===== config.mk =====
export PLATFORM = sky130hd
export DESIGN_NAME = gate_reduce_pipe
export DESIGN_NICKNAME = d
export VERILOG_FILES = /design/src/rtl/gate_reduce_pipe.sv
export SDC_FILE = /design/constraint.sdc
export NUM_CORES = 1
export LEC_CHECK = 0
export BUFFER_PORTS_ARGS = -buffer_cell sky130_fd_sc_hd__buf_2
export CAP_MARGIN = 25
export CORE_MARGIN = 4
export CORE_UTILIZATION = 35
export CTS_BUF_LIST = sky130_fd_sc_hd__clkbuf_8
export DETAILED_ROUTE_END_ITERATION = 8
export GPL_ROUTABILITY_DRIVEN = 0
export GPL_TIMING_DRIVEN = 0
export PLACE_DENSITY = 0.61
export SYNTH_ARGS = -nofsm -noshare
export SYNTH_HDL_FRONTEND = slang
export SYNTH_SLANG_ARGS = --single-unit
export TNS_END_PERCENT = 30

===== constraint.sdc =====
create_clock -name clk -period 1.75 [get_ports clk]
set_clock_uncertainty 0.2 [all_clocks]
set_input_delay 0.4375 -clock clk [delete_from_list [all_inputs] [get_ports clk]]
set_output_delay 0.4375 -clock clk [all_outputs]
set_load 0.1 [all_outputs]

===== src/rtl/gate_reduce_pipe.sv =====
// gate_reduce_pipe: a registered multi-input bitwise gate with valid/ready handshakes.
// It reduces INPUTS operands of WIDTH bits each using OR, AND or XOR, optionally
// inverts the result, and applies a per-operand participation mask.
// Data passes through two stages: stage A holds the op and the masked operands,
// and stage B holds the result.
// Optional build macro GATE_REDUCE_PIPE_ZERO_FLAG_EN adds the out_zero output.
module gate_reduce_pipe #(
  parameter int WIDTH  = 8,
  parameter int INPUTS = 4
) (
  input  logic                     clk,
  input  logic                     rst,
  input  logic                     in_valid,
  output logic                     in_ready,
  input  logic [2:0]               in_op,
  input  logic [INPUTS-1:0]        in_mask,
  input  logic [INPUTS*WIDTH-1:0]  in_data,
  output logic                     out_valid,
  input  logic                     out_ready,
  output logic [WIDTH-1:0]         out_data,
  output logic                     out_err
`ifdef GATE_REDUCE_PIPE_ZERO_FLAG_EN
  ,
  output logic                     out_zero
`endif
);

  typedef enum logic [2:0] {
    OP_OR   = 3'd0,
    OP_AND  = 3'd1,
    OP_XOR  = 3'd2,
    OP_NOR  = 3'd3,
    OP_NAND = 3'd4,
    OP_XNOR = 3'd5,
    OP_RSV6 = 3'd6,
    OP_RSV7 = 3'd7
  } op_e;

  // Stage A state
  logic                    a_valid_q, a_valid_d;
  op_e                     a_op_q, a_op_d;
  logic [INPUTS*WIDTH-1:0] a_data_q, a_data_d;

  // Stage B state (drives the outputs)
  logic                    out_valid_q, out_valid_d;
  logic [WIDTH-1:0]        out_data_q, out_data_d;
  logic                    out_err_q, out_err_d;
`ifdef GATE_REDUCE_PIPE_ZERO_FLAG_EN
  logic                    out_zero_q, out_zero_d;
`endif

  // Handshake and datapath intermediates
  logic                    b_free, a_free, a_load, b_load;
  op_e                     in_op_e;
  logic [WIDTH-1:0]        ident;
  logic [INPUTS*WIDTH-1:0] sub_data;
  logic [WIDTH-1:0]        red_or, red_and, red_xor;
  logic [WIDTH-1:0]        res_data;
  logic                    res_err;

  assign in_op_e = op_e'(in_op);

  // Advance rules: in_ready depends only on registered state and out_ready.
  always_comb begin
    b_free   = !out_valid_q || out_ready;
    a_free   = !a_valid_q || b_free;
    b_load   = a_valid_q && b_free;
    a_load   = in_valid && a_free;
    in_ready = a_free;
  end

  // Replace each masked-off operand with the identity of the base function.
  always_comb begin
    // NOTE: every combinational output gets a default first so no path can infer a latch.
    sub_data = '0;
    ident    = ((in_op_e == OP_AND) || (in_op_e == OP_NAND)) ? '1 : '0;
    for (int k = 0; k < INPUTS; k++) begin
      sub_data[k*WIDTH +: WIDTH] = in_mask[k] ? in_data[k*WIDTH +: WIDTH] : ident;
    end
  end

  // Reduce the stage A operands, then select and optionally invert the result by op.
  always_comb begin
    red_or   = '0;
    red_and  = '1;
    red_xor  = '0;
    for (int k = 0; k < INPUTS; k++) begin
      red_or  = red_or  | a_data_q[k*WIDTH +: WIDTH];
      red_and = red_and & a_data_q[k*WIDTH +: WIDTH];
      red_xor = red_xor ^ a_data_q[k*WIDTH +: WIDTH];
    end
    res_data = '0;
    res_err  = 1'b0;
    case (a_op_q)
      OP_OR:   res_data = red_or;
      OP_AND:  res_data = red_and;
      OP_XOR:  res_data = red_xor;
      OP_NOR:  res_data = ~red_or;
      OP_NAND: res_data = ~red_and;
      OP_XNOR: res_data = ~red_xor;
      default: res_err  = 1'b1;
    endcase
  end

  // Next state for both stages: load on advance, otherwise hold or drain.
  always_comb begin
    a_valid_d   = a_load ? 1'b1 : (b_load ? 1'b0 : a_valid_q);
    a_op_d      = a_load ? in_op_e : a_op_q;
    a_data_d    = a_load ? sub_data : a_data_q;
    out_valid_d = b_load ? 1'b1 : (out_ready ? 1'b0 : out_valid_q);
    out_data_d  = b_load ? res_data : out_data_q;
    out_err_d   = b_load ? res_err : out_err_q;
`ifdef GATE_REDUCE_PIPE_ZERO_FLAG_EN
    out_zero_d  = b_load ? (res_data == '0) : out_zero_q;
`endif
  end

  // Pipeline registers; reset discards any data in flight.
  always_ff @(posedge clk or posedge rst) begin
    if (rst) begin
      // NOTE: sequential state uses non-blocking assignments so all flops update together.
      a_valid_q   <= 1'b0;
      a_op_q      <= OP_OR;
      a_data_q    <= '0;
      out_valid_q <= 1'b0;
      out_data_q  <= '0;
      out_err_q   <= 1'b0;
`ifdef GATE_REDUCE_PIPE_ZERO_FLAG_EN
      out_zero_q  <= 1'b0;
`endif
    end else begin
      a_valid_q   <= a_valid_d;
      a_op_q      <= a_op_d;
      a_data_q    <= a_data_d;
      out_valid_q <= out_valid_d;
      out_data_q  <= out_data_d;
      out_err_q   <= out_err_d;
`ifdef GATE_REDUCE_PIPE_ZERO_FLAG_EN
      out_zero_q  <= out_zero_d;
`endif
    end
  end

  assign out_valid = out_valid_q;
  assign out_data  = out_data_q;
  assign out_err   = out_err_q;
`ifdef GATE_REDUCE_PIPE_ZERO_FLAG_EN
  assign out_zero  = out_zero_q;
`endif

endmodule


======== Word level (Yosys, flattened, before mapping) ========
Index checks and enable logic that the tools add are counted.
W data, S select, Z words.
word-level totals
  latch bits .............................. 0
  memories ................................ 0
  output and inout bits ................... 11
  register bits after elaboration ......... 46
  RAM bits ................................ 0
  bits in read-only memories .............. 0
cells by class
  divide/modulo/power cells ............... 0
  bitwise operators ....................... 12
  add/subtract/negate cells ............... 0
  order comparisons ....................... 0
  shift-type cells ........................ 0
  eq/ne operators ......................... 7
  $mul .................................... 0
  multiplexer cells ....................... 11
  reduce and logical (&&, ||, !) cells .... 11
operators by type and width
  cell                  count
  $pmux W8 S6           1
  $mux W8               5
  $and A8 B8 Y8         3
  $not A8 Y8            3
  $or A8 B8 Y8          3
  $xor A8 B8 Y8         3
  $eq A3 B3 Y1 const B  3
  $eq A3 B1 Y1 const B  2
  $eq A3 B2 Y1 const B  2
  $reduce_or A6 Y1      1
  $mux W1               5
  $reduce_bool A2 Y1    2
  $logic_not A3 Y1      1
  $logic_or A1 B1 Y1    3
  $logic_and A1 B1 Y1   2
  $logic_not A1 Y1      2

======== Logic depth before layout (Yosys ltp) ========
  depth in word-level cells ............... 5
  depth in mapped cells ................... 6
  gate-level depth less buffers ........... 6

======== Least setup slack after synthesis ========
Ideal clock, no wire load.
  path type ............................... reg-to-reg
  from .................................... register out_valid_q, in the netlist out_valid
  to ...................................... register a_op_q[0]
  path slack .............................. -1.541 ns
  path buffers ............................ 2
  data required time ...................... 1.425 ns
  arrival ................................. 2.966 ns
  stages on the path, launching flop included .. 6
  period minus slack after synthesis ...... 3.291 ns
  cell sequence ........................... dfrtp_1 -> nand3b_1 -> and2_1 -> buf_6 -> buf_6 -> mux2_4
on the way
  word-level cells in the longest chain between the ends .. 4
ends and longest elaborated chain
  element                 line  RTL
  from (decl)             45    logic out_valid_q, out_valid_d;
  from (signal assigned)  135   out_valid_q <= out_valid_d;
  $logic_not A1 Y1        65    b_free = !out_valid_q || out_ready;
  $logic_or A1 B1 Y1      65
  $logic_or A1 B1 Y1      66    a_free = !a_valid_q || b_free;
  named net in_ready      14    output logic in_ready,
  $logic_and A1 B1 Y1     68    a_load = in_valid && a_free;
  to (signal assigned)    133   a_op_q <= a_op_d;
  to (decl)               41    op_e a_op_q, a_op_d;
The timed path passes the listed nets, and every way through them passes these cells.
A chain may end at the register's enable or synchronous reset.

======== Final worst setup path ========
  from .................................... register out_valid_q, in the netlist out_valid
  to ...................................... output port in_ready
on the way
  word-level cells in the longest chain between the ends .. 3
ends and longest elaborated chain
  element             line
  $logic_not A1 Y1    65
  $logic_or A1 B1 Y1  65
  $logic_or A1 B1 Y1  66
  to (decl)           14
Every way passes these cells.

==> impl_results.md <==
* Status: finished, violations left
* Failing checks: negative setup slack
* Reg-to-reg slack, setup at -0.01 ns
* Unrepaired setup endpoints after global routing: true
* DP Worst Slack at -0.109 ns
* CP cell instances: nand3b_1 > buf_12
* Worst path depth at 2
* # port buffers at between 40 and 50
* Min Tclk post-route at about 1.8 ns
* Arrival @ worst endpoint at between 1 and 1.5 ns
* Final hold violation count at 0
* Die area at ~9500 um2
* FF-to-FF Start: a_data_q[5]
* Syn_area_per_cell at roughly 9.4 um2
* N_diodes at 0
* Total vias in the final route at about 2300
* Overall Power at roughly 4.1 mW
* Synth Net Count at 359
* Netlist Area Pre-Place at 2820 um2
* Drc violations at 0
* First-pass GRT wire length at roughly 11 mm
* Measured slew at the worst slew-check pin at 0.502 ns
* Setup ws final at -0.0628 ns
* Synth Area in Adders at about 7.1%
* CP endpoint: in_ready
* Compound-cell area share of the yosys netlist at between 10% and 20%
* Crit start category: register
* Power per Cell Area at about 1100 nW/um2
* Setup violators final at 2
* Crit end category: output port
* Placed Area at about 3200 um2
* Cell at the slowest stage of the critical path: dfrtp_4
* Synth Register Bits at between 40 and 50
* Finished Core Util at between 40% and 50%
* Max-slew violation count at 0
* Drt wl/cell at 15.1 um
* FF-to-FF End: out_data[5]
* Max incr delay on CP at 0.49 ns
* NetSw at between 1.5 and 2 mW
* VDD IR-drop max at roughly 320 uV
* Clock Latency Late Sink at a little over 0.3 ns
* Sequential area share after synthesis at slightly above 40%
* HP Class: in -> reg
* CTS Buffer Depth at 2
* Largest family of logic cells by synthesized area: simple AND/OR/NAND/NOR gates
* Worst slew margin at 66.5%
* R2R cell count at 6
* All-Layer GR Usage at 14.3%
* Setup Crit Path Kind: reg -> out
* Max-Cap Viols at 0
* Syn-to-layout area delta at 29.8%
* Kind of cell adding the most delay to the critical path: flip-flops
* Detailed-placement wirelength estimate at around 5.3 mm
* Final WL at 6.99 mm
* Initial Utilization at roughly 36%
* Sink Count at between 40 and 50
* Post-synthesis mux area share at approximately 9.8%
* Drt first pass iters at 4
* Pin count of the biggest net entering global routing at 27
* Initial antenna violation count at 0
* Vias/cell at 4.86
* Clock power share at about a fifth
* CTS tree: yes
* Pleak at 1.64 nW
* Highest Clock Rate at around 0.55 GHz
* Internal at between 2 and 2.5 mW
* Worst hold slack at 0.120 ns
* Maximum net fanout on the critical path at 3
* Die W at 97.7 um
* Global route overflow at 0
* Sw Share at around two fifths
* Final #Nets at 420
* CTS clk-pin slew, worst paths at around 0.090 ns
* Layout cells sized above 1 at between 30% and 40%
* Yosys Warn Count at 0
* H-tree depth at 2
* Root buffer cell: clkbuf_8
* Chip height at 97.7 um
* Post-synth cell types at 31
* I/O pins at 54
* Logic pwr share at ~43%
* Seq pwr share at a little over a third
* Post-synthesis simple-gate area fraction at between 15 and 20%
* WP buf/inv at 1
* Vias in the first global route at 2204
* Post-route cell area at 3660 um2
* Cells after Synth at 300
* Iter 0 DRT Violations at 83
* Inserted Clock Buffers at 5
* Post-Synth XOR/XNOR Area at under 10%
* WHS Path Cells at 2
* Final Cycle Share at 104%
* Crit path required time at roughly 1.1 ns
* # rows at 32
* Post-route ant nets at 0
* FILL cells at approximately 770
* Setup crit start: out_valid
* Core area at between 7000 and 8000 um2
==> synthesized netlist by cell type, drive strengths merged <==
cell | count | area (um2)
xnor2 | 9 | 78.8
or3 | 4 | 25.0
nand2b | 3 | 18.8
clkbuf | 4 | 16.3
and2 | 1 | 6.26
a31oi | 32 | 200
inv | 19 | 71.3
o21ai | 1 | 5.00
nor3b | 12 | 110
nand2 | 43 | 164
xor2 | 8 | 70.1
ha | 16 | 200
nand3 | 8 | 40.0
nand3b | 1 | 7.51
a21boi | 1 | 7.51
or2 | 1 | 6.26
nor2 | 32 | 120
mux2i | 16 | 160
a221oi | 8 | 70.1
dfrtp | 46 | 1150
a21o | 1 | 7.51
buf | 16 | 104
mux2 | 10 | 116
a22oi | 8 | 60.1
==> layout by cell type, fill, tap and decap left out, types with 3 or more instances in the layout <==
cell / instances
dfrtp_1: 44
nand2_1: 42
buf_2: 40
nor2_1: 32
a31oi_1: 32
mux2i_1: 16
buf_4: 12
inv_1: 10
ha_1: 10
mux2_2: 9
inv_2: 9
nand3_1: 8
a22oi_1: 8
buf_1: 6
buf_6: 5
xnor2_1: 5
clkbuf_4: 5
nor3b_2: 5
a221oi_2: 5
ha_4: 5
clkbuf_8: 5
or3_1: 4
nor3b_4: 4
xnor2_2: 4
nand2b_1: 3
xor2_1: 3
nor3b_1: 3
a221oi_1: 3
xor2_2: 3
==> routing by layer <==
metal / vias to the layer above / GRT usage [%] / part of all wire, %
met4: 0 / 4.90 / 1.7
met2: 43 / 22.9 / 48
met1: 1043 / 19.5 / 47
met3: 10 / 2.73 / 3.2
li1: 1157 / - / -
met5: - / 0 / 0
==> flip-flops by register name (all words and copies together) (netlist names) <==
register / flops
out_err: 1
a_valid_q: 1
out_valid: 1
a_data_q: 32
a_op_q: 3
out_data: 8
==> how the worst min path moves through the flow <==
| stage | end | from |
|---|---|---|
| 2_1_floorplan | out_valid | a_valid_q |
| 3_3_place_gp | out_valid | a_valid_q |
| 3_5_place_dp | a_data_q[12] | rst |
| 4_1_cts | a_valid_q | in_valid |
| 5_1_grt | a_valid_q | in_valid |
| 6_report | a_valid_q | in_valid |
==> worst reg2reg max path, stage by stage, from the launching register on <==
cell     delay, ns
dfrtp_1       0.41
inv_1         0.07
ha_1          0.30
xor2_1        0.15
xnor2_1       0.21
mux2i_1       0.21
a22oi_1       0.08
==> area by class of cell <==
class                   instances  area (um2)  share of cell area, %
flip-flops and latches         46        1160                   31.6
multi-input cells             215        1720                   46.9
plain buffers                  20         134                   3.66
clock inverters                 3        47.5                   1.30
clock buffers                   5        68.8                   1.88
well taps                     102         128                   3.49
repair buffers                 54         335                   9.17
inverters                      19        71.3                   1.95
==> cells by family (layout without fill, tap and decap cells) <==
group / count (synthesis) / after routing
AO/OA/AOI/OAI: 51 / 51
AND/OR/NAND/NOR: 105 / 105
adder cells (fa/ha/maj): 16 / 16
XOR/XNOR: 17 / 17
flip-flops: 46 / 46
buffers and inverters: 39 / 101
multiplexers: 26 / 26
==> what timing repair did <==
action | in CTS | in global routing
buffers inserted | 0 | 3
gates resized for setup | 13 | 45
hold buffers | 1 | 0
hold endpoints to repair | 20 | 0
pin swaps | 0 | 14
setup endpoints to repair | 14 | 35
==> stage by stage <==
step,std cells,setup TNS (ns)
CTS,461,-0.172
finish,464,-0.0706
floorplan,300,-31.48
global route,464,-0.774
detailed placement,452,-1.91
global placement,451,-32.05
==> power groups by stage <==
stage                     combinational [mW]  clock [mW]  sequential [mW]
final                                   1.74       0.843             1.48
after global routing                    1.88       0.900             1.50
after CTS                               1.52       0.854             1.44
after detailed placement                1.47           0             1.46
after global placement                  1.45           0             1.45
after floorplan                        0.795           0             1.81
Note: power is estimated with default switching activity, not from simulation.
